File: src/rtl/ps2_scancode_sequencer_if.sv
// Handshake bundle between the PS/2 byte receiver, the scan-code sequencer
// and the downstream event consumer.
interface ps2_scancode_sequencer_if;
  logic [7:0] rx_data;
  logic       rx_done;
  logic       out_rd;
  logic       out_valid;
  logic [7:0] out_code;
  logic       out_ext;
  logic       out_brk;
  logic       fifo_full;
  logic       err_seq;
  logic       err_to;
  logic       err_ovf;

  // master: byte source and event consumer; slave: the sequencer itself
  modport master (
    output rx_data, rx_done, out_rd,
    input  out_valid, out_code, out_ext, out_brk, fifo_full,
    input  err_seq, err_to, err_ovf
  );

  modport slave (
    input  rx_data, rx_done, out_rd,
    output out_valid, out_code, out_ext, out_brk, fifo_full,
    output err_seq, err_to, err_ovf
  );
endinterface

File: src/rtl/ps2_scancode_sequencer.sv
// Folds E0/F0-prefixed PS/2 byte sequences into {code, ext, brk} key events,
// buffers them in a small FIFO and flags bad prefix orders, stalls and overflow.
module ps2_scancode_sequencer #(
  parameter int DEPTH       = 4,
  parameter int TIMEOUT_CYC = 1000000,
  parameter int TO_W        = 20
) (
  input  logic                          clk,
  input  logic                          reset,
  ps2_scancode_sequencer_if.slave       bus
);

  localparam int AW = (DEPTH > 1) ? $clog2(DEPTH) : 1;
  localparam logic [7:0] B_EXT   = 8'hE0;
  localparam logic [7:0] B_BRK   = 8'hF0;
  localparam logic [7:0] B_PAUSE = 8'hE1;

  typedef enum logic [1:0] {IDLE, EXT, BRK, EXT_BRK} state_t;

  typedef struct packed {
    logic [7:0] code;
    logic       ext;
    logic       brk;
  } event_t;

  state_t          state, state_nx;
  logic [TO_W-1:0] to_cnt;
  logic            to_hit;
  logic            push_req;
  event_t          push_ev;
  logic            seq_err, to_err;

  event_t          mem [DEPTH];
  logic [AW-1:0]   wr_ptr, rd_ptr;
  logic [AW:0]     count;
  logic            full, empty, pop, push_ok, ovf;

  assign to_hit = (state != IDLE) && (to_cnt == TO_W'(TIMEOUT_CYC - 1));

  always_ff @(posedge clk or posedge reset) begin
    if (reset) state <= IDLE;
    else       state <= state_nx;
  end

  // NOTE: every output of this combinational block gets a default first, so no
  // path through the case statement can leave a signal unassigned and infer a latch.
  always_comb begin
    state_nx = state;
    push_req = 1'b0;
    push_ev  = '{code: bus.rx_data, ext: 1'b0, brk: 1'b0};
    seq_err  = 1'b0;
    to_err   = 1'b0;
    if (bus.rx_done) begin
      if (bus.rx_data == B_PAUSE) begin
        seq_err  = 1'b1;
        state_nx = IDLE;
      end else begin
        unique case (state)
          IDLE: begin
            if (bus.rx_data == B_EXT)      state_nx = EXT;
            else if (bus.rx_data == B_BRK) state_nx = BRK;
            else                           push_req = 1'b1;
          end
          EXT: begin
            if (bus.rx_data == B_BRK)      state_nx = EXT_BRK;
            else if (bus.rx_data == B_EXT) seq_err  = 1'b1;
            else begin
              push_req    = 1'b1;
              push_ev.ext = 1'b1;
              state_nx    = IDLE;
            end
          end
          BRK: begin
            // a duplicated F0 is tolerated; E0 restarts as an extended sequence
            if (bus.rx_data == B_EXT) begin
              seq_err  = 1'b1;
              state_nx = EXT;
            end else if (bus.rx_data != B_BRK) begin
              push_req    = 1'b1;
              push_ev.brk = 1'b1;
              state_nx    = IDLE;
            end
          end
          EXT_BRK: begin
            if (bus.rx_data == B_EXT || bus.rx_data == B_BRK) begin
              seq_err = 1'b1;
            end else begin
              push_req    = 1'b1;
              push_ev.ext = 1'b1;
              push_ev.brk = 1'b1;
            end
            state_nx = IDLE;
          end
          default: state_nx = IDLE;
        endcase
      end
    end else if (to_hit) begin
      to_err   = 1'b1;
      state_nx = IDLE;
    end
  end

  // NOTE: sequential state uses non-blocking assignments so every register
  // samples pre-edge values regardless of statement order.
  always_ff @(posedge clk or posedge reset) begin
    if (reset)                                   to_cnt <= '0;
    else if (bus.rx_done || state == IDLE || to_hit) to_cnt <= '0;
    else                                         to_cnt <= to_cnt + 1'b1;
  end

  assign full    = (count == (AW+1)'(DEPTH));
  assign empty   = (count == '0);
  assign pop     = bus.out_rd && !empty;
  assign push_ok = push_req && (!full || pop);
  assign ovf     = push_req && full && !pop;

  // NOTE: the event storage has no reset; validity is tracked by count, and
  // the head fields are masked while the FIFO is empty.
  always_ff @(posedge clk) begin
    if (push_ok) mem[wr_ptr] <= push_ev;
  end

  always_ff @(posedge clk or posedge reset) begin
    if (reset) begin
      wr_ptr <= '0;
      rd_ptr <= '0;
      count  <= '0;
    end else begin
      if (push_ok) wr_ptr <= (wr_ptr == AW'(DEPTH - 1)) ? '0 : wr_ptr + 1'b1;
      if (pop)     rd_ptr <= (rd_ptr == AW'(DEPTH - 1)) ? '0 : rd_ptr + 1'b1;
      if (push_ok && !pop)      count <= count + 1'b1;
      else if (pop && !push_ok) count <= count - 1'b1;
    end
  end

  always_ff @(posedge clk or posedge reset) begin
    if (reset) begin
      bus.err_seq <= 1'b0;
      bus.err_to  <= 1'b0;
      bus.err_ovf <= 1'b0;
    end else begin
      bus.err_seq <= seq_err;
      bus.err_to  <= to_err;
      bus.err_ovf <= ovf;
    end
  end

  event_t head;
  assign head          = empty ? '0 : mem[rd_ptr];
  assign bus.out_valid = !empty;
  assign bus.out_code  = head.code;
  assign bus.out_ext   = head.ext;
  assign bus.out_brk   = head.brk;
  assign bus.fifo_full = full;

endmodule

File: src/flat_wrapper.sv
// flat-port wrapper written by rule: the top's interface ports become plain ports
module ps2_scancode_sequencer_flat 
#(
  parameter int DEPTH       = 4,
  parameter int TIMEOUT_CYC = 1000000,
  parameter int TO_W        = 20
)
  (clk, reset, bus_rx_data, bus_rx_done, bus_out_rd, bus_out_valid, bus_out_code, bus_out_ext, bus_out_brk, bus_fifo_full, bus_err_seq, bus_err_to, bus_err_ovf);
  ps2_scancode_sequencer_if bus_i ();
  input  logic clk;
  input  logic reset;
  input wire logic [$bits(bus_i.rx_data)-1:0] bus_rx_data;
  input wire logic [$bits(bus_i.rx_done)-1:0] bus_rx_done;
  input wire logic [$bits(bus_i.out_rd)-1:0] bus_out_rd;
  output wire logic [$bits(bus_i.out_valid)-1:0] bus_out_valid;
  output wire logic [$bits(bus_i.out_code)-1:0] bus_out_code;
  output wire logic [$bits(bus_i.out_ext)-1:0] bus_out_ext;
  output wire logic [$bits(bus_i.out_brk)-1:0] bus_out_brk;
  output wire logic [$bits(bus_i.fifo_full)-1:0] bus_fifo_full;
  output wire logic [$bits(bus_i.err_seq)-1:0] bus_err_seq;
  output wire logic [$bits(bus_i.err_to)-1:0] bus_err_to;
  output wire logic [$bits(bus_i.err_ovf)-1:0] bus_err_ovf;
  assign bus_i.rx_data = bus_rx_data;
  assign bus_i.rx_done = bus_rx_done;
  assign bus_i.out_rd = bus_out_rd;
  assign bus_out_valid = bus_i.out_valid;
  assign bus_out_code = bus_i.out_code;
  assign bus_out_ext = bus_i.out_ext;
  assign bus_out_brk = bus_i.out_brk;
  assign bus_fifo_full = bus_i.fifo_full;
  assign bus_err_seq = bus_i.err_seq;
  assign bus_err_to = bus_i.err_to;
  assign bus_err_ovf = bus_i.err_ovf;
  ps2_scancode_sequencer #(.DEPTH(DEPTH), .TIMEOUT_CYC(TIMEOUT_CYC), .TO_W(TO_W)) u_core (.clk(clk), .reset(reset), .bus(bus_i));
endmodule
File: config.mk
export PLATFORM = sky130hd
export DESIGN_NAME = ps2_scancode_sequencer_flat
export DESIGN_NICKNAME = d
export VERILOG_FILES = /design/src/rtl/ps2_scancode_sequencer_if.sv /design/src/rtl/ps2_scancode_sequencer.sv /design/src/flat_wrapper.sv
export SDC_FILE = /design/constraint.sdc
export NUM_CORES = 1
export LEC_CHECK = 0
export ABC_AREA = 1
export ABC_CLOCK_PERIOD_IN_PS = 2600
export BUFFER_PORTS_ARGS = -buffer_cell sky130_fd_sc_hd__buf_2
export CAP_MARGIN = 0
export CORE_MARGIN = 2
export CORE_UTILIZATION = 35
export DETAILED_ROUTE_END_ITERATION = 16
export GPL_ROUTABILITY_DRIVEN = 0
export PLACE_DENSITY = 0.52
export SYNTH_ARGS = -nofsm -noshare
export SYNTH_HDL_FRONTEND = slang
export SYNTH_SLANG_ARGS = --single-unit
File: constraint.sdc
create_clock -name clk -period 2.6 [get_ports clk]
set_input_delay 0.39 -clock clk [delete_from_list [all_inputs] [get_ports clk]]
set_output_delay 0.39 -clock clk [all_outputs]
set_load 0.03 [all_outputs]
# Yosys cells after proc, flatten, opt, wreduce, memory -nomap -nowiden
# Memories as Yosys holds them, arrays and structs flattened.
# Cells that the tools add are included.
[classes]
n_addsub = 5
n_eq_ne = 14
mux = 41
reduce_logical = 21
[op_table]
columns = ["op", "count"]
rows = [
  ["2-bit 2-to-1 mux", 14],
  ["8-bit == test (second input constant)", 3],
  ["20-bit by 1-bit adder with 20-bit output (second input constant)", 1],
  ["20-bit == test (second input constant)", 1],
  ["20-bit 2-to-1 mux", 1],
  ["1-bit 2-to-1 mux", 18],
  ["10-bit 2-to-1 mux", 1],
  ["5-bit by 2-bit inequality test with 1-bit output (second input constant)", 2],
  ["2-bit == test (second input constant)", 4],
  ["8-bit inequality test (second input constant)", 1],
  ["2-bit one-hot mux with 4 select lines", 1],
  ["1-bit logical AND", 7],
  ["3-bit 2-to-1 mux", 2],
  ["2-bit nonzero test", 3],
  ["5-bit by 3-bit inequality test with 1-bit output (second input constant)", 1],
  ["2-bit by 1-bit adder with 2-bit output (second input constant)", 2],
  ["1-bit logical NOT", 4],
  ["1-bit logical OR", 4],
  ["1-bit one-hot mux with 2 select lines", 2],
  ["1-bit one-hot mux with 4 select lines", 1],
  ["4-bit AND reduction", 1],
  ["3-bit by 1-bit adder with 3-bit output (second input constant)", 1],
  ["3-bit == test (second input constant)", 1],
  ["3-bit logical NOT", 1],
  ["other kinds (4)", 4],
]
[totals]
ff_bits = 32
ramBits = 40
in_bits = 12
output_inout_bits = 15
word_cells = 90
n_memories = 1
[memory_table]
columns = ["name", "words", "width", "read_ports", "rd_clocked_by_memory_dff", "wr", "line_no", "rtl"]
rows = [
  ["u_core.mem", 4, 10, 1, 0, 1, "ps2_scancode_sequencer.sv:33", "event_t mem [DEPTH];"],
]

# Longest topological paths before layout
# Gate-level depths: netlist of run 1.
[logic_depth]
depth_word = 11
ltp_mapped = 14
depth_no_buf = 14

# Worst setup path before layout of run 1
# Ideal clock, no wire load.
[synth_path]
kind = "input-to-reg"
from = "input bus_rx_data[6]"
to = "register u_core.count[2]"
setup_time_ns = 0.124
t_arrival_ns = 1.866
required_time_ns = 2.476
setup_slack_ns = 0.609
path_stages = 13
path_cell_list = "nand2_1 -> nor2_2 -> nand2_1 -> nand2_1 -> inv_2 -> nand3_4 -> inv_2 -> ha_1 -> inv_1 -> fa_1 -> a21oi_1 -> o21ai_0 -> xnor2_1"
[synth_via]
elab_chain_cells = 10
elab_cells_between_ends = 21
cone_classes = "eq/ne (4); mux (11); reduce/logical (6)"
[synth_rtl]
columns = ["item", "line_no", "rtl"]
rows = [
  ["start: declaration", "flat_wrapper.sv:12", "input wire logic [$bits(bus_i.rx_data)-1:0] bus_rx_data;"],
  ["8-bit inequality test (tied with other cells)", "ps2_scancode_sequencer.sv:78", "end else if (bus.rx_data != B_BRK) begin"],
  ["1-bit 2-to-1 mux (tied with other cells)", "ps2_scancode_sequencer.sv:78", ""],
  ["1-bit 2-to-1 mux (on tied branches)", "n/a", ""],
  ["1-bit one-hot mux with 4 select lines", "ps2_scancode_sequencer.sv:58", "unique case (state)"],
  ["1-bit 2-to-1 mux *", "ps2_scancode_sequencer.sv:54", "if (bus.rx_data == B_PAUSE) begin"],
  ["1-bit 2-to-1 mux *", "ps2_scancode_sequencer.sv:53", "if (bus.rx_done) begin"],
  ["1-bit logical AND *", "ps2_scancode_sequencer.sv:114", "assign push_ok = push_req && (!full || pop);"],
  ["net u_core.push_ok", "ps2_scancode_sequencer.sv:36", "logic full, empty, pop, push_ok, ovf;"],
  ["1-bit logical NOT", "ps2_scancode_sequencer.sv:132", "else if (pop && !push_ok) count <= count - 1'b1;"],
  ["1-bit logical AND", "ps2_scancode_sequencer.sv:132", ""],
  ["2-bit nonzero test (no line)", "n/a", ""],
  ["end signal: assignment", "ps2_scancode_sequencer.sv:131", "if (push_ok && !pop) count <= count + 1'b1;"],
  ["end signal: assignment", "ps2_scancode_sequencer.sv:132", ""],
  ["end: declaration", "ps2_scancode_sequencer.sv:35", "logic [AW:0] count;"],
]
# Mark *: on every way through the listed nets, which the timed path passes. The rest lies on a longest branch.
# A chain may end at the register's enable or synchronous reset.

# Worst setup path after layout of run 1
[layout_path]
from = "register u_core.rd_ptr[0]"
to = "output bus_out_ext"
[layout_via]
elab_chain_cells = 2
[layout_rtl]
columns = ["item", "line_no", "rtl"]
rows = [
  ["start: declaration", "ps2_scancode_sequencer.sv:34", "logic [AW-1:0] wr_ptr, rd_ptr;"],
  ["start signal: assignment", "ps2_scancode_sequencer.sv:130", "if (pop) rd_ptr <= (rd_ptr == AW'(DEPTH - 1)) ? '0 : rd_ptr + 1'b1;"],
  ["memory 4 x 10 bit", "n/a", ""],
  ["10-bit 2-to-1 mux", "ps2_scancode_sequencer.sv:149", "assign head = empty ? '0 : mem[rd_ptr];"],
  ["end: declaration", "flat_wrapper.sv:17", "output wire logic [$bits(bus_i.out_ext)-1:0] bus_out_ext;"],
]
# No other way between the ends.

==> load_flow_metrics.sql, run 1 <==
INSERT INTO impl_metrics (metric_group, metric, value, unit) VALUES
('outcome', 'status', 'finished clean', ''),
('critical_path', 'worstReg2RegEnd', 'u_core.count[2]', ''),
('floorplan', 'floorplan.initialDensity', '36.1', '%'),
('pwr', 'power_density', '934', 'nW/um^2'),
('yosys', 'register_bit_total_from_synthesis', '72', ''),
('sta', 'hold_viol_final', '0', ''),
('clocking', 'cts_made_buffers', '9', ''),
('clocking', 'post-cts-setup-buffer-count', '0', ''),
('critical_path', 'critPathKind', 'flip-flop to primary output', ''),
('cells_and_area', 'fillers', '1002', ''),
('cells_and_area', 'antenna_cells_inserted', '0', ''),
('clocking', 'cts_hold_buffers', '0', ''),
('routing', 'initialDrtViolationCount', '152', ''),
('routing', 'final_ant_viol_nets', '0', ''),
('sta', 'setup_tns', '0', 'ns'),
('global_route', 'largest_net_degree_at_the_start_of_global_routing', '33', ''),
('cells_and_area', 'finish.utilization', '41.4', '%'),
('sta', 'max-slew-margin-rel', '60.7', '%'),
('critical_path', 'startpoint_types', 'flip-flop', ''),
('min_path', 'min-delay-path-class', 'input port to async pin', ''),
('place', 'dpl.cell_count', '536', ''),
('sta', 'layout_min_cycle_time', '2.21', 'ns'),
('yosys', 'synth_seq_area_share', '56.8', '%'),
('routing', 'drt_pre_antenna_iters', '5', ''),
('yosys', 'synth.net_count', '398', ''),
('global_route', 'antenna_found_initial', '0', ''),
('floorplan', 'core', '9770', 'um^2'),
('pwr', 'leakagePower', '1.70', 'nW'),
('sta', 'achievable-frequency', '452', 'MHz'),
('clocking', 'cts_root_buf', 'sky130_fd_sc_hd__clkbuf_8', ''),
('clocking', 'tritoncts_clock_tree', 'done', ''),
('routing', 'routed_wirelength', '7130', 'um'),
('place', 'port_buffers', '26', ''),
('critical_path', 'worstPathCellList', 'inv_1 > o21ai_0 > a21oi_1 > buf_2', ''),
('floorplan', 'fp.dieArea', '10900', 'um^2'),
('run', 'cap_viol_max_count', '0', ''),
('cells_and_area', 'final_layout_size_suffix_gt1_share', '17.9', '%'),
('yosys', 'library_cell_occupying_the_most_area_in_the_post_synthesis_netlist', 'sky130_fd_sc_hd__edfxtp_1', ''),
('yosys', 'netlist.area_leader.share', '34.1', '%'),
('pwr', 'worst_ir_drop_vdd', '0.367', 'mV'),
('critical_path', 'timing.critical_path.to_type', 'primary output', ''),
('yosys', 'postSynthCellCount', '378', ''),
('cells_and_area', 'design.final.nets', '434', ''),
('clocking', 'cts_max_level', '3', ''),
('cells_and_area', 'final_common_cell', 'sky130_fd_sc_hd__nor2_1', ''),
('cells_and_area', 'layout_area_growth_over_synthesis', '14.9', '%'),
('sta', 'post-route-period-util', '85.1', '%'),
('floorplan', 'std_cell_rows', '36', ''),
('clocking', 'worst_skew_pair.late_latency', '0.35', 'ns'),
('yosys', 'post_synth_cell_types', '30', ''),
('yosys', 'synth_enable_flop_cells', '40', ''),
('critical_path', 'slowest_stage', 'sky130_fd_sc_hd__inv_1', ''),
('place', 'dpl_cell_area', '3830', 'um^2'),
('floorplan', 'die_width', '104', 'um'),
('yosys', 'yosys_warnings', '0', ''),
('critical_path', 'worst_ep_required_time', '2.21', 'ns'),
('clocking', 'cts_num_sinks', '72', ''),
('sta', 'final_report_setup_violation_count', '0', ''),
('sta', 'grt_setup_unrepaired', 'false', ''),
('global_route', 'grt_first_pass_wirelength', '12100', 'um'),
('critical_path', 'critical_path_peak_fanout', '21', ''),
('yosys', 'synth_area_per_cell', '9.32', 'um^2'),
('global_route', 'grt_remaining_overflow', '0', ''),
('clocking', 'cts.repair.resized', '0', ''),
('critical_path', 'largest_stage_delay_worst_path', '0.44', 'ns'),
('cells_and_area', 'final_cell_count_no_fill', '552', ''),
('yosys', 'async_flop_share', '44.4', '%'),
('routing', 'via_per_inst', '4.55', ''),
('sta', 'skew', '0.00800', 'ns'),
('global_route', 'grt_use_total', '14.3', '%'),
('yosys', 'synth_area_leaders', 'sky130_fd_sc_hd__edfxtp_1 (34%), sky130_fd_sc_hd__dfrtp_1 (23%), sky130_fd_sc_hd__nor2_1 (9.3%)', '');
==> power by group <==
part           internal (mW)  switching [mW]
Combinational          0.395           0.926
Sequential              1.40          0.0781
Clock                  0.545           0.438
Total                   2.34            1.44
==> registers in the layout, indices dropped and copies added (netlist names) <==
signal	flops
u_core.bus.err_ovf	1
u_core.bus.err_seq	1
u_core.bus.err_to	1
u_core.count	3
u_core.mem	40
u_core.rd_ptr	2
u_core.state	2
u_core.to_cnt	20
u_core.wr_ptr	2
==> routing by layer <==
layer,vias up,part of all wire [%],global-route usage (%)
met5,-,0,0
met4,0,1.3,5.50
met3,9,4.4,3.57
met2,46,45,22.0
met1,1168,49,19.5
li1,1287,-,-
==> cells in the mapped netlist (all sizes together), types with 4 or more instances <==
cell,instances
o21ai,28
ha,7
xnor2,5
nand3,20
dfrtp,32
buf,4
nand2,55
inv,49
nor3,5
clkbuf,5
nor2,96
edfxtp,40
nand4,4
xor2,10
a21oi,14
==> logic make-up (layout without fill, tap and decap cells) <==
kind of cell | Yosys count | in the layout | synth area share, %
simple gates | 181 | 181 | 23.3
flops | 72 | 72 | 56.8
buf+inv | 58 | 99 | 6.67
compound gates | 44 | 44 | 6.50
xor+xnor | 15 | 15 | 3.73
fa+ha+maj | 8 | 8 | 3.05
==> area by class of cell <==
| class | count | area, um^2 | area share [%] |
|---|---|---|---|
| Timing Repair Buffer | 34 | 190 | 4.70 |
| Multi-Input combinational cell | 248 | 1290 | 31.8 |
| Tap cell | 133 | 166 | 4.11 |
| Sequential cell | 72 | 2000 | 49.4 |
| Inverter | 49 | 184 | 4.54 |
| Clock inverter | 6 | 92.6 | 2.29 |
| Clock buffer | 10 | 128 | 3.15 |
==> worst register-to-register path, cell delays in order (launching register included) <==
cell	delay, ns
sky130_fd_sc_hd__dfrtp_1	0.43
sky130_fd_sc_hd__inv_1	0.06
sky130_fd_sc_hd__nand3_1	0.08
sky130_fd_sc_hd__nor2_1	0.05
sky130_fd_sc_hd__inv_1	0.12
sky130_fd_sc_hd__nand3_4	0.12
sky130_fd_sc_hd__inv_2	0.09
sky130_fd_sc_hd__ha_1	0.14
sky130_fd_sc_hd__inv_1	0.06
sky130_fd_sc_hd__fa_1	0.38
sky130_fd_sc_hd__a21oi_1	0.14
sky130_fd_sc_hd__o21ai_0	0.12
sky130_fd_sc_hd__xnor2_1	0.14
==> metrics by stage <==
step	total power [mW]	worst slack [ns]	hold slack, ns
after floorplan	2.44	0.609	0.448
after global placement	2.83	0.318	0.473
after detailed placement	2.84	0.284	0.486
after CTS	3.83	0.387	0.122
after global routing	4.05	0.214	0.158
final	3.78	0.386	0.110
==> how the worst max path moves through the flow <==
stage	endpoint	slack, ns	from
2_1_floorplan	u_core.count[2]	0.61	bus_rx_data[6]
3_3_place_gp	u_core.count[2]	0.32	bus_rx_data[2]
3_5_place_dp	u_core.count[2]	0.28	bus_rx_data[2]
4_1_cts	bus_out_brk	0.39	u_core.rd_ptr[0]
5_1_grt	bus_out_ext	0.21	u_core.rd_ptr[0]
6_report	bus_out_ext	0.39	u_core.rd_ptr[0]
No activity file was read; power rests on OpenSTA's default activity.
==> inputs of run 2 (changes only) <==
CORE_MARGIN = 1.5   (was 2)
==> run 2 against run 1 <==
Power decreased by 0.14%. Highest routed layer unchanged. Sequential share of layout area shrank 0.091 points. Final cell count is 0.18% higher. Die area is 1.9% lower. First-iteration DRC count fell by 20%. Register-to-register slack about the same. Flip-flop and latch count unchanged. Largest cell class unchanged.
==> load_flow_metrics.sql, run 2 (synthesized netlist as in run 1, its figures left out) <==
INSERT INTO impl_metrics (metric_group, metric, value, unit) VALUES
('pwr', 'leakagePower', '1.70', 'nW'),
('run', 'cap_viol_max_count', '0', ''),
('clocking', 'cts_made_buffers', '9', ''),
('pwr', 'clockPowerShare', '25.9', '%'),
('global_route', 'grt_remaining_overflow', '0', ''),
('clocking', 'cts_max_level', '3', ''),
('sta', 'worst_slew_pin_slew', '0.583', 'ns'),
('clocking', 'cts_num_sinks', '72', ''),
('global_route', 'grt_use_total', '15.1', '%'),
('critical_path', 'largest_stage_delay_worst_path', '0.43', 'ns'),
('floorplan', 'floorplan.initialDensity', '36.1', '%'),
('routing', 'drt_pre_antenna_iters', '4', ''),
('cells_and_area', 'layout_area_growth_over_synthesis', '15.1', '%'),
('pwr', 'switching_share', '37.9', '%'),
('sta', 'final_report_setup_violation_count', '0', ''),
('pwr', 'worst_ir_drop_vdd', '0.402', 'mV'),
('pwr', 'power_density', '931', 'nW/um^2'),
('cells_and_area', 'final_layout_size_suffix_gt1_share', '18.1', '%'),
('global_route', 'antenna_found_initial', '0', ''),
('critical_path', 'setup.reg_to_reg.worst_slack', '0.57', 'ns'),
('floorplan', 'chipHeight', '103', 'um'),
('clocking', 'worst_skew_pair.late_latency', '0.35', 'ns'),
('critical_path', 'critical_path_peak_fanout', '21', ''),
('routing', 'routed_wirelength', '7170', 'um'),
('pwr', 'power.combinational.fraction', '35.0', '%'),
('cells_and_area', 'antenna_cells_inserted', '0', ''),
('cells_and_area', 'final_common_cell', 'sky130_fd_sc_hd__nor2_1', ''),
('floorplan', 'core', '9770', 'um^2'),
('sta', 'drv_slew', '0', ''),
('routing', 'detail_route.drc_violations', '0', ''),
('sta', 'hold_viol_final', '0', ''),
('place', 'hpwl', '5030', 'um'),
('place', 'port_buffers', '26', ''),
('cells_and_area', 'most-common-layout-cells', 'sky130_fd_sc_hd__nor2_1 (87), sky130_fd_sc_hd__nand2_1 (51), sky130_fd_sc_hd__inv_1 (45)', ''),
('sta', 'skew', '0.00482', 'ns'),
('min_path', 'min-delay-path-class', 'input port to async pin', ''),
('cells_and_area', 'design.final.nets', '435', ''),
('clocking', 'post-cts-setup-buffer-count', '0', ''),
('routing', 'detail_route.wl_per_cell', '13.0', 'um'),
('sta', 'hold_ws', '0.116', 'ns'),
('floorplan', 'std_cell_rows', '36', ''),
('cells_and_area', 'final-seq-area', '2000', 'um^2'),
('sta', 'setup_tns', '0', 'ns'),
('floorplan', 'top_level_ports', '27', ''),
('clocking', 'clock_path_buffers', '2', ''),
('cells_and_area', 'register_containing_the_most_flip_flops_in_the_final_layout', 'u_core.mem', ''),
('cells_and_area', 'largest_registers', 'u_core.mem x40, u_core.to_cnt x20, u_core.count x3', ''),
('critical_path', 'worstPathCellList', 'inv_1 > o21ai_0 > a21oi_1 > buf_2', ''),
('cells_and_area', 'fillers', '996', ''),
('sta', 'achievable-frequency', '448', 'MHz'),
('critical_path', 'startpoint_types', 'flip-flop', ''),
('pwr', 'internal_power', '2.35', 'mW'),
('clocking', 'cts_root_buf', 'sky130_fd_sc_hd__clkbuf_8', ''),
('outcome', 'status', 'finished clean', ''),
('clocking', 'cts.repair.resized', '0', ''),
('global_route', 'grt_pass1_vias', '2400', ''),
('clocking', 'clk_pin_slew_worst_paths', '0.08', 'ns'),
('critical_path', 'worst_ep_required_time', '2.21', 'ns'),
('routing', 'initialDrtViolationCount', '121', ''),
('sta', 'layout_min_cycle_time', '2.23', 'ns'),
('critical_path', 'rr_worst_depth', '12', ''),
('clocking', 'tritoncts_clock_tree', 'done', ''),
('sta', 'max-slew-margin-rel', '61.1', '%'),
('critical_path', 'slowest_stage', 'sky130_fd_sc_hd__inv_1', ''),
('cells_and_area', 'largest_register_ffs', '40', ''),
('pwr', 'net-switching-power', '1.43', 'mW'),
('global_route', 'grt_first_pass_wirelength', '11800', 'um'),
('pwr', 'share_seq_of_total_power', '39.2', '%'),
('critical_path', 'critPathKind', 'flip-flop to primary output', ''),
('sta', 'post-route-period-util', '85.8', '%'),
('floorplan', 'die_width', '103', 'um'),
('cells_and_area', 'multi_input_comb_area', '1290', 'um^2'),
('routing', 'final_ant_viol_nets', '0', ''),
('global_route', 'largest_net_degree_at_the_start_of_global_routing', '33', ''),
('routing', 'total_via_count_in_the_routed_design', '2486', ''),
('clocking', 'cts_hold_buffers', '0', ''),
('critical_path', 'timing.critical_path.arrival', '1.84', 'ns'),
('critical_path', 'timing.critical_path.to_type', 'primary output', ''),
('floorplan', 'fp.dieArea', '10700', 'um^2'),
('pwr', 'total_power_of_the_final_layout', '3.78', 'mW'),
('routing', 'via_per_inst', '4.50', ''),
('sta', 'grt_setup_unrepaired', 'false', '');
==> run 2: final timing paths <==
| kind | startpoint | endpoint |
|---|---|---|
| max reg2reg | u_core.count[0] | u_core.count[2] |
| max | u_core.rd_ptr[0] | bus_out_brk |
| max in group asynchronous | reset | u_core.to_cnt[17] |
| min | reset | u_core.rd_ptr[1] |
| min reg2reg | u_core.to_cnt[0] | u_core.to_cnt[0] |
| min in group clk | bus_rx_done | u_core.bus.err_to |
==> run 2: critical path: cells and delay by family, from the launching register on <==
family	cells	cell delay (ns)
flip-flops	1	0.38
buffers and inverters	2	0.68
AO/OA/AOI/OAI	2	0.43
==> run 2: area by class of cell <==
class / instances / share of cell area (%)
inverters: 49 / 4.53
repair buffers: 35 / 4.87
flip-flops and latches: 72 / 49.3
clock inverters: 6 / 2.28
well taps: 133 / 4.10
clock buffers: 10 / 3.15
multi-input cells: 248 / 31.7
==> run 2: metrics by stage <==
step / setup WS (ns) / util (%) / cell area [um^2] / cells
3_3_place_gp: 0.315 / 39.3 / 3840 / 537
3_5_place_dp: 0.280 / 39.3 / 3840 / 537
2_1_floorplan: 0.609 / - / 3520 / 378
5_1_grt: 0.208 / 41.5 / 4060 / 553
4_1_cts: 0.357 / 41.5 / 4060 / 553
6_report: 0.369 / 41.5 / 4060 / 553
==> run 2: power by group through the flow <==
stage	sequential [mW]	clock (mW)	combinational, mW
6_report	1.48	0.977	1.32
5_1_grt	1.50	1.05	1.50
4_1_cts	1.48	1.01	1.35
3_5_place_dp	1.51	0	1.34
3_3_place_gp	1.50	0	1.33
2_1_floorplan	1.50	0	0.943
==> run 2: routing by layer <==
metal	global-route usage (%)	wire, um
met5	0	0
met4	5.61	84
met3	4.44	245
met2	23.1	3220
met1	20.5	3610
==> inputs of run 3 (changes only) <==
CTS_BUF_LIST = sky130_fd_sc_hd__clkbuf_8   (was unset)
==> run 3 against run 2 <==
Non-clock buffer count stayed put. First-iteration DRC count stayed put. Worst setup slack stayed put. Flip-flop and latch count stayed put. Wire length stayed put. Register-to-register slack hardly changed. Critical path depth stayed put. Worst hold slack stayed put. Final cell count stayed put. Combinational power hardly changed. Fmax stayed put. Critical path type unchanged. Critical endpoint unchanged.
==> load_flow_metrics.sql, run 3 (synthesized netlist as in run 1, its figures left out) <==
INSERT INTO impl_metrics (metric_group, metric, value, unit) VALUES
('floorplan', 'std_cell_rows', '36', ''),
('clocking', 'cts_root_buf', 'sky130_fd_sc_hd__clkbuf_8', ''),
('place', 'dpl.cell_count', '537', ''),
('sta', 'setup_tns', '0', 'ns'),
('clocking', 'cts_made_buffers', '9', ''),
('pwr', 'worst_ir_drop_vdd', '0.402', 'mV'),
('critical_path', 'timing.critical_path.arrival', '1.84', 'ns'),
('place', 'hpwl', '5030', 'um'),
('critical_path', 'critical_path_peak_fanout', '21', ''),
('routing', 'drt_pre_antenna_iters', '4', ''),
('min_path', 'min-delay-path-class', 'input port to async pin', ''),
('sta', 'hold_viol_final', '0', ''),
('critical_path', 'startpoint_types', 'flip-flop', ''),
('cells_and_area', 'design.final.nets', '435', ''),
('global_route', 'largest_net_degree_at_the_start_of_global_routing', '33', ''),
('pwr', 'power_density', '930', 'nW/um^2'),
('floorplan', 'core', '9770', 'um^2'),
('routing', 'routed_wirelength', '7170', 'um'),
('global_route', 'grt_pass1_vias', '2400', ''),
('sta', 'skew', '0.00482', 'ns'),
('pwr', 'share_seq_of_total_power', '39.2', '%'),
('pwr', 'switching_share', '38.0', '%'),
('routing', 'detail_route.wl_per_cell', '13.0', 'um'),
('cells_and_area', 'register_containing_the_most_flip_flops_in_the_final_layout', 'u_core.mem', ''),
('sta', 'post-route-period-util', '85.8', '%'),
('clocking', 'clk_pin_slew_worst_paths', '0.08', 'ns'),
('clocking', 'cts.repair.resized', '0', ''),
('pwr', 'leakagePower', '1.71', 'nW'),
('cells_and_area', 'final-seq-area', '2000', 'um^2'),
('sta', 'drv_slew', '0', ''),
('cells_and_area', 'multi_input_comb_area', '1290', 'um^2'),
('routing', 'total_via_count_in_the_routed_design', '2486', ''),
('routing', 'detail_route.drc_violations', '0', ''),
('cells_and_area', 'final_cell_count_no_fill', '553', ''),
('outcome', 'status', 'finished clean', ''),
('clocking', 'worst_skew_pair.late_latency', '0.35', 'ns'),
('clocking', 'tritoncts_clock_tree', 'done', ''),
('sta', 'layout_min_cycle_time', '2.23', 'ns'),
('cells_and_area', 'largest_registers', 'u_core.mem x40, u_core.to_cnt x20, u_core.count x3', ''),
('pwr', 'power.combinational.fraction', '35.0', '%'),
('pwr', 'clockPowerShare', '25.8', '%'),
('sta', 'grt_setup_unrepaired', 'false', ''),
('critical_path', 'timing.critical_path.to_type', 'primary output', ''),
('global_route', 'grt_first_pass_wirelength', '11800', 'um'),
('floorplan', 'chipHeight', '103', 'um'),
('routing', 'via_per_inst', '4.50', ''),
('sta', 'max-slew-margin-rel', '61.1', '%'),
('sta', 'worst_slew_pin_slew', '0.583', 'ns'),
('clocking', 'cts_num_sinks', '72', ''),
('pwr', 'net-switching-power', '1.43', 'mW'),
('critical_path', 'rr_worst_depth', '12', ''),
('cells_and_area', 'fillers', '996', ''),
('sta', 'achievable-frequency', '448', 'MHz'),
('pwr', 'internal_power', '2.34', 'mW'),
('floorplan', 'die_width', '103', 'um'),
('global_route', 'grt_use_total', '15.1', '%'),
('critical_path', 'worst_ep_required_time', '2.21', 'ns'),
('floorplan', 'floorplan.initialDensity', '36.1', '%'),
('cells_and_area', 'final_layout_size_suffix_gt1_share', '18.1', '%'),
('global_route', 'antenna_found_initial', '0', ''),
('clocking', 'post-cts-setup-buffer-count', '0', ''),
('cells_and_area', 'largest_register_ffs', '40', ''),
('critical_path', 'critPathKind', 'flip-flop to primary output', ''),
('floorplan', 'fp.dieArea', '10700', 'um^2'),
('critical_path', 'setup.reg_to_reg.worst_slack', '0.57', 'ns'),
('place', 'port_buffers', '26', ''),
('clocking', 'cts_hold_buffers', '0', ''),
('sta', 'final_report_setup_violation_count', '0', ''),
('floorplan', 'top_level_ports', '27', ''),
('clocking', 'cts_max_level', '3', ''),
('global_route', 'grt_remaining_overflow', '0', ''),
('routing', 'initialDrtViolationCount', '121', ''),
('run', 'cap_viol_max_count', '0', ''),
('cells_and_area', 'most-common-layout-cells', 'sky130_fd_sc_hd__nor2_1 (87), sky130_fd_sc_hd__nand2_1 (51), sky130_fd_sc_hd__inv_1 (46)', ''),
('cells_and_area', 'final_common_cell', 'sky130_fd_sc_hd__nor2_1', ''),
('routing', 'final_ant_viol_nets', '0', ''),
('cells_and_area', 'layout_area_growth_over_synthesis', '15.1', '%'),
('clocking', 'clock_path_buffers', '2', ''),
('cells_and_area', 'antenna_cells_inserted', '0', '');
run 3: cell types whose count changed in the layout (fill, tap and decap cells not counted), sizes merged:
cell / change
clkbuf: -1
inv: +1
run 3: per-stage QoR:
stage | setup slack, ns | util [%] | instance area [um^2] | hold slack [ns] | power, mW
after floorplan | 0.609 | - | 3520 | 0.448 | 2.44
after global placement | 0.315 | 39.3 | 3840 | 0.472 | 2.83
after detailed placement | 0.280 | 39.3 | 3840 | 0.483 | 2.85
after CTS | 0.357 | 41.5 | 4060 | 0.129 | 3.84
after global routing | 0.208 | 41.5 | 4060 | 0.164 | 4.06
final | 0.369 | 41.5 | 4060 | 0.116 | 3.78
run 3: metal layers:
layer,up-vias,routed length (um),GRT usage [%]
li1,1286,-,-
met1,1161,3610,20.5
met2,33,3220,23.1
met3,6,245,4.44
met4,0,84,5.61
met5,-,0,0
run 3: final timing paths:
| kind | from | to |
|---|---|---|
| max in group asynchronous | reset | u_core.to_cnt[17] |
| max reg2reg | u_core.count[0] | u_core.count[2] |
| min reg2reg | u_core.to_cnt[0] | u_core.to_cnt[0] |
| max | u_core.rd_ptr[0] | bus_out_brk |
| min | reset | u_core.rd_ptr[1] |
| min in group clk | bus_rx_done | u_core.bus.err_to |
run 3: cell type report:
type,count,share of cell area (%)
inverter,49,4.53
tap,133,4.10
clock buffer,9,3.05
clock inverter,7,2.37
multi-input combinational,248,31.7
sequential,72,49.3
timing repair buffer,35,4.87
run 3: power by group through the flow:
stage	clock [mW]	combinational [mW]	sequential, mW
5_1_grt	1.05	1.50	1.50
3_5_place_dp	0	1.34	1.51
4_1_cts	1.01	1.35	1.48
2_1_floorplan	0	0.943	1.50
6_report	0.974	1.32	1.48
3_3_place_gp	0	1.33	1.50
run 3: critical path: stages (launching register included):
cell                      delay, ns
sky130_fd_sc_hd__dfrtp_1       0.38
sky130_fd_sc_hd__inv_1         0.43
sky130_fd_sc_hd__o21ai_0       0.19
sky130_fd_sc_hd__a21oi_1       0.24
sky130_fd_sc_hd__buf_2         0.25
